File: src/rtl/melody_sequencer.sv
// Melody sequencer: walks a packed score ROM and drives the note generator
// with timed notes, rests and a short articulation gap between entries.
module melody_sequencer #(
    parameter int TICK_DIV  = 100000,
    parameter int ADDR_W    = 8,
    parameter int GAP_TICKS = 1
) (
    input  logic              clk,
    input  logic              reset,
    input  logic              start,
    input  logic              stop,
    input  logic              loop_en,
    output logic [ADDR_W-1:0] rom_addr,
    input  logic [15:0]       rom_data,
    output logic [6:0]        note,
    output logic              out_enable,
    output logic              busy,
    output logic              song_done
);

    localparam int TICK_W   = (TICK_DIV > 1) ? $clog2(TICK_DIV) : 1;
    localparam int GAP_CLKS = GAP_TICKS * TICK_DIV;
    localparam int GAP_W    = (GAP_CLKS > 1) ? $clog2(GAP_CLKS) : 1;

    localparam logic [TICK_W-1:0] TICK_LAST = TICK_W'(TICK_DIV - 1);
    localparam logic [GAP_W-1:0]  GAP_LAST  = (GAP_CLKS > 0) ? GAP_W'(GAP_CLKS - 1) : '0;
    localparam logic [ADDR_W-1:0] ADDR_MAX  = '1;
    localparam logic [6:0]        NOTE_MAX  = 7'd107;

    typedef enum logic [2:0] {
        IDLE,
        FETCH,
        LATCH,
        PLAY,
        GAP
    } state_t;

    state_t            state_reg, state_next;
    logic [ADDR_W-1:0] addr_reg, addr_next;
    logic [6:0]        note_reg, note_next;
    logic              oe_reg, oe_next;
    logic              done_reg, done_next;
    logic [TICK_W-1:0] tick_reg, tick_next;
    logic [7:0]        dur_reg, dur_next;
    logic [GAP_W-1:0]  gap_reg, gap_next;
    // Set when the address wrapped past the top of the ROM; the next LATCH
    // then treats the fetched word as an end marker.
    logic              wrap_reg, wrap_next;
    logic              advance;

    logic       rom_rest;
    logic [6:0] rom_note;
    logic [7:0] rom_dur;

    assign rom_rest = rom_data[15];
    assign rom_note = rom_data[14:8];
    assign rom_dur  = rom_data[7:0];

    assign rom_addr   = addr_reg;
    assign note       = note_reg;
    assign out_enable = oe_reg;
    assign song_done  = done_reg;
    assign busy       = (state_reg != IDLE);

    // State and datapath registers with synchronous reset.
    always_ff @(posedge clk) begin
        if (reset) begin
            state_reg <= IDLE;
            addr_reg  <= '0;
            note_reg  <= '0;
            oe_reg    <= 1'b0;
            done_reg  <= 1'b0;
            tick_reg  <= '0;
            dur_reg   <= '0;
            gap_reg   <= '0;
            wrap_reg  <= 1'b0;
        end else begin
            state_reg <= state_next;
            addr_reg  <= addr_next;
            note_reg  <= note_next;
            oe_reg    <= oe_next;
            done_reg  <= done_next;
            tick_reg  <= tick_next;
            dur_reg   <= dur_next;
            gap_reg   <= gap_next;
            wrap_reg  <= wrap_next;
        end
    end

    // Next-state and output logic; stop overrides everything else.
    always_comb begin
        state_next = state_reg;
        addr_next  = addr_reg;
        note_next  = note_reg;
        oe_next    = oe_reg;
        done_next  = 1'b0;
        tick_next  = tick_reg;
        dur_next   = dur_reg;
        gap_next   = gap_reg;
        wrap_next  = wrap_reg;
        advance    = 1'b0;

        if (stop) begin
            state_next = IDLE;
            addr_next  = '0;
            oe_next    = 1'b0;
            wrap_next  = 1'b0;
        end else begin
            case (state_reg)
                IDLE: begin
                    if (start) begin
                        addr_next  = '0;
                        wrap_next  = 1'b0;
                        state_next = FETCH;
                    end
                end
                FETCH: begin
                    state_next = LATCH;
                end
                LATCH: begin
                    if (wrap_reg || (rom_dur == 8'd0)) begin
                        // An end marker at address 0 never loops, so an
                        // empty song cannot spin forever.
                        wrap_next = 1'b0;
                        if (loop_en && (wrap_reg || (addr_reg != '0))) begin
                            addr_next  = '0;
                            state_next = FETCH;
                        end else begin
                            done_next  = 1'b1;
                            state_next = IDLE;
                        end
                    end else begin
                        note_next  = rom_note;
                        dur_next   = rom_dur;
                        tick_next  = '0;
                        oe_next    = !rom_rest && (rom_note <= NOTE_MAX);
                        state_next = PLAY;
                    end
                end
                PLAY: begin
                    if (tick_reg == TICK_LAST) begin
                        tick_next = '0;
                        dur_next  = dur_reg - 8'd1;
                        if (dur_reg == 8'd1) begin
                            oe_next = 1'b0;
                            if (GAP_TICKS > 0) begin
                                gap_next   = '0;
                                state_next = GAP;
                            end else begin
                                advance = 1'b1;
                            end
                        end
                    end else begin
                        tick_next = tick_reg + 1'b1;
                    end
                end
                GAP: begin
                    if (gap_reg == GAP_LAST) begin
                        advance = 1'b1;
                    end else begin
                        gap_next = gap_reg + 1'b1;
                    end
                end
                default: begin
                    state_next = IDLE;
                end
            endcase

            if (advance) begin
                addr_next  = addr_reg + 1'b1;
                wrap_next  = (addr_reg == ADDR_MAX);
                state_next = FETCH;
            end
        end
    end

endmodule

File: config.mk
export PLATFORM = sky130hd
export DESIGN_NAME = melody_sequencer
export DESIGN_NICKNAME = d
export VERILOG_FILES = /design/src/rtl/melody_sequencer.sv
export SDC_FILE = /design/constraint.sdc
export NUM_CORES = 1
export LEC_CHECK = 0
export ABC_AREA = 1
export BUFFER_PORTS_ARGS = -buffer_cell sky130_fd_sc_hd__buf_2
export CORE_UTILIZATION = 40
export CTS_CLUSTER_DIAMETER = 150
export DETAILED_ROUTE_END_ITERATION = 8
export HOLD_SLACK_MARGIN = 0.03
export PLACE_DENSITY_LB_ADDON = 0.05
export SYNTH_ARGS = -nofsm -noshare
export SYNTH_HDL_FRONTEND = slang
export SYNTH_SLANG_ARGS = --single-unit
File: constraint.sdc
create_clock -name clk -period 4.3 [get_ports clk]
set_input_delay 0.86 -clock clk [delete_from_list [all_inputs] [get_ports clk]]
set_output_delay 0.86 -clock clk [all_outputs]
set_load 0.005 [all_outputs]
==> Word level (Yosys, flattened, before mapping) <==
Index checks and enable logic that the tools add are counted.
{ "op_classes": {"bitwise_logic": 4, "n_addsub": 4, "n_eq_ne": 19, "order_cmp": 1, "mux": 34, "n_reduce_logical": 24} }
{ "ops": {"columns": ["cell", "count"], "rows": [
  ["2-to-1 mux 17 bit", 5],
  ["one-hot mux 17 bit (2 select lines)", 2],
  ["2-to-1 mux 8 bit", 6],
  ["adder 17 x 1 -> 17 bit (second input constant)", 2],
  ["equality test 17 bit (second input constant)", 2],
  ["one-hot mux 8 bit (2 select lines)", 2],
  ["AND reduction 4 bit", 5],
  ["!= test 3 bit (second input constant)", 5],
  ["one-hot mux 3 bit (5 select lines)", 1],
  ["2-to-1 mux 1 bit", 12],
  ["2-to-1 mux 3 bit", 4],
  ["!= test 2 bit (second input constant)", 6],
  ["AND reduction 3 bit", 3],
  ["adder 8 x 1 -> 8 bit (second input constant)", 1],
  ["equality test 8 x 1 -> 1 bit (second input constant)", 1],
  ["equality test 8 bit (second input constant)", 1],
  ["logical NOT 8 bit", 1],
  ["nonzero test 8 bit", 1],
  ["subtractor 8 x 1 -> 8 bit (second input constant)", 1],
  ["<= comparator 7 bit (second input constant)", 1],
  ["equality test 3 x 2 -> 1 bit (second input constant)", 2],
  ["nonzero test 3 bit", 2],
  ["AND reduction 5 bit", 1],
  ["inverter 1 bit", 4],
  ["other kinds (11)", 15]
]} }
{ "totals": {"inputBits": 21, "output_inout_bits": 18, "ff_bits": 63, "wordCells": 96} }

==> Logic depth before layout (Yosys ltp) <==
{ "depth": {"word_depth": 7, "ltp_mapped": 12, "depth_no_buf": 12} }

==> Worst setup path after synthesis <==
No wires, ideal clock.
{ "synth_timing": {"path_kind": "input to register", "startpoint": "input rom_data[3]", "endpoint": "register tick_reg[1]", "required_time_ps": 4222, "slack_ps": 2403, "n_path_buf": 2, "arrival_ps": 1819, "stages": 11, "setup_ps": 78, "path_cell_list": "inv_1 > nand2_1 > nor2_1 > nand2_1 > nand3_4 > nand2_4 > nand2_2 > buf_6 > buf_6 > nor2_2 > nor3_1"} }
{ "synth_via": {"elab_chain_cells": 4} }
{ "synth_lines": {"columns": ["element", "line", "text"], "rows": [
  ["from (decl)", "14", "input logic [15:0] rom_data,"],
  ["logical NOT 8 bit", "121", "if (wrap_reg || (rom_dur == 8'd0)) begin"],
  ["logical OR 1 bit", "121", null],
  ["!= test 2 bit (no line)", null, null],
  ["AND reduction 3 bit (no line)", null, null],
  ["to (signal assigned)", "83", "tick_reg <= tick_next;"],
  ["to (decl)", "43", "logic [TICK_W-1:0] tick_reg, tick_next;"]
]} }
Every way passes these cells.
A chain may end at the register's enable or synchronous reset.

==> Worst setup path in the final report <==
{ "layout_timing": {"startpoint": "input rom_data[1]", "endpoint": "register tick_reg[15]"} }
Same word-level chain as after synthesis.

==> impl_metrics.json <==
{
  "cp_common_cell": "nand2_1",
  "cap_violations": 0,
  "drive_gt1_frac": 0.166,
  "post_cts_buffers": 0,
  "cts_hold_buf": 0,
  "grt_max_degree": 32,
  "clock_power_share": 0.479,
  "finClkSkew_ps": 7.97,
  "num_io_pins": 39,
  "die_h_um": 103,
  "async_flop_share": 0,
  "crit_buf_inv": 3,
  "drv_slew": 0,
  "cts.sinks": 63,
  "synthCells": 630,
  "cp.required_ps": 4540,
  "worstSetupEndpointType": "flop",
  "critPathLaunchType": "input pin",
  "fin_area_um2": 4550,
  "post_synth.cell_area_avg_um2": 6.42,
  "cts.path.max_buffers": 2,
  "fmax_mhz": 429,
  "synth.largest_area_cell": "dfxtp_1",
  "wl_per_cell_um": 12.8,
  "mappedNetlistArea_um2": 4050,
  "pwr-share-seq": 0.460,
  "grt.total_usage": 0.208,
  "antenna_found_initial": 0,
  "core_um2": 9770,
  "final_hold_viol_count": 0,
  "hold_class": "reg -> reg",
  "relSlewSlack": 0.444,
  "std_cell_rows": 36,
  "post-route-min-period_ps": 2330,
  "worst_r2r_path_depth": 7,
  "internal-power_w": 0.000981,
  "area_delta_synth_final_pct": 12.4,
  "synth.most_common_cell": "nand2_1",
  "viasPerCell": 5.00,
  "cts_root_buf": "clkbuf_8",
  "r2r_slack_ps": 2160,
  "tns_ps": 0,
  "numCtsBuffers": 9,
  "antennaDiodeCount": 0,
  "cts_tree": "built",
  "path_delay_family": "simple AND/OR/NAND/NOR gates",
  "reg2reg_to": "gap_reg[16]",
  "power.leakage_nw": 1.71,
  "place_congestion": 0.824,
  "grt_pass1_vias": 3587,
  "power.density_nw_per_um2": 281,
  "synth_top_area_share": 0.312,
  "switching_power_w": 0.000299,
  "synth_edf_count": 0,
  "path_class": "in -> reg",
  "critPathArrivalTime_ps": 2570,
  "cts.reportedPaths.clkPinSlew_ps": 80,
  "combPwrFrac": 0.061,
  "worstHoldStart": "note[2]",
  "dr.pass1.iters": 4,
  "worstPathCellList": "buf_2 -> inv_1 -> nand2_1 -> nor2_1 -> nand2_1 -> nand3_4 -> nand2_4 -> nand2_2 -> clkinv_1 -> nand2_1 -> nand2_1 -> nand2_1 -> nor2_1",
  "seq_area_frac_synth": 0.312,
  "drt_iter0_markers": 140,
  "ys_ff_latch": 63,
  "vias": 4017,
  "worst_pin_slew_ps": 830,
  "cts_resized": 0,
  "dp_hpwl_um": 7410,
  "slowest_stage": "nand2_2",
  "final_net_count": 693,
  "vdd_drop_max_uv": 155,
  "drtAntennaViolNets": 0,
  "start_util": 0.414,
  "synthTopCellsByCount": "nand2_1 (157), nor2_1 (99), inv_1 (74)",
  "numPortBuffers": 38,
  "path_max_fanout": 20,
  "cpPeakStageDelay_ps": 370,
  "setup_violations": 0,
  "switching_share": 0.234,
  "min_period_over_period": 0.542,
  "r2r_start": "state_reg[1]",
  "place_area_um2": 4320,
  "holdPathStages": 2,
  "status": "finished clean",
  "grt_pass1_wl_um": 17100,
  "synth_ff_type": "dfxtp_1",
  "dieArea_um2": 10500,
  "synth_fp_nets": 657,
  "wl_um": 10300,
  "min_to": "note[2]",
  "rsz0062_at_grt": "false",
  "ys_warn_count": 0,
  "nFillCells": 1071,
  "insertion_delay_ps": 340,
  "dieWidth_um": 103,
  "drc": 0,
  "yosysUniqueCellTypes": 32,
  "cts_max_level": 3,
  "synthTopCellsByArea": "dfxtp_1 (31%), nand2_1 (15%), nor2_1 (9.2%)",
  "grt-ovfl-total": 0
}
logic make-up (layout without fill, tap and decap cells):
logic type	after synthesis	in the layout	synth area share
adders and majority gates	6	6	0.0186
AOI/OAI and AO/OA	80	80	0.112
xor gates and xnor gates	10	10	0.0217
DFF	63	63	0.312
and+or+nand+nor	377	377	0.440
buffers and inverters	94	134	0.0959
worst min-delay path, delay by kind of cell, from the launching register on:
kind	cells	cell delay (ps)
and+or+nand+nor	1	60
DFF	1	310
AOI/OAI and AO/OA	1	50
per-layer routing:
layer	up-vias	global-route usage	part of all wire
met4	0	0.0703	0.0043
li1	2088	-	-
met5	-	0	0
met3	4	0.0312	0.030
met2	60	0.343	0.46
met1	1865	0.277	0.50
cells in the final DEF, fill, tap and decap left out:
cell	Yosys	routed
o21ai_0	23	23
nand2_2	7	7
nand4_1	16	16
nand3b_1	2	2
nor2_2	7	7
ha_1	6	6
nor3_1	13	13
nor3_2	4	4
a21oi_2	10	10
nor2_1	99	99
nor2_4	2	2
nand3_2	12	12
clkinv_1	2	2
nand2_1	157	157
clkinv_2	0	1
a31oi_1	1	1
a21oi_1	35	35
nand3_1	50	50
clkbuf_8	0	12
bufinv_16	0	2
o21bai_1	1	1
nand3_4	3	3
o21ai_1	6	6
inv_2	5	5
nand2_4	4	4
o21ai_2	3	3
o22ai_1	1	1
buf_2	4	38
inv_1	74	74
xor2_1	9	9
xnor2_1	1	1
dfxtp_1	63	63
nor2_8	1	1
area by class of cell:
| class | count | area [um2] | share of cell area |
|---|---|---|---|
| clock buffers | 12 | 165 | 0.0363 |
| clock inverters | 3 | 65.1 | 0.0143 |
| inverters | 81 | 304 | 0.0669 |
| multi-input cells | 473 | 2400 | 0.527 |
| flip-flops and latches | 63 | 1260 | 0.277 |
| well taps | 133 | 166 | 0.0366 |
| repair buffers | 38 | 190 | 0.0418 |
how the worst max path moves through the flow:
stage | startpoint | endpoint | slack, ps | cells past startpoint
after floorplan | rom_data[3] | tick_reg[1] | 2400 | 11
after global placement | rom_data[1] | tick_reg[15] | 1700 | 13
after detailed placement | rom_data[1] | tick_reg[15] | 1610 | 13
after CTS | rom_data[1] | tick_reg[15] | 1980 | 13
after global routing | rom_data[1] | tick_reg[12] | 1780 | 13
final | rom_data[1] | tick_reg[15] | 1970 | 13
metrics by stage:
stage                     worst slack [ps]  cells  power (W)   util  hold slack (ps)
after floorplan                       2400    630   0.000655      -              452
after global placement                1700    788   0.000680  0.442              452
after detailed placement              1610    788   0.000681  0.442              454
after CTS                             1980    803    0.00130  0.465              465
after global routing                  1780    803    0.00133  0.465              489
final                                 1970    803    0.00128  0.465              465
power groups by stage:
stage          combinational [W]  sequential (W)  clock, W
2_1_floorplan          0.0000531        0.000602         0
3_3_place_gp           0.0000778        0.000603         0
3_5_place_dp           0.0000780        0.000603         0
4_1_cts                0.0000785        0.000589  0.000632
5_1_grt                0.0000877        0.000589  0.000654
6_report               0.0000778        0.000589  0.000613
No activity file was read; power rests on OpenSTA's default activity.
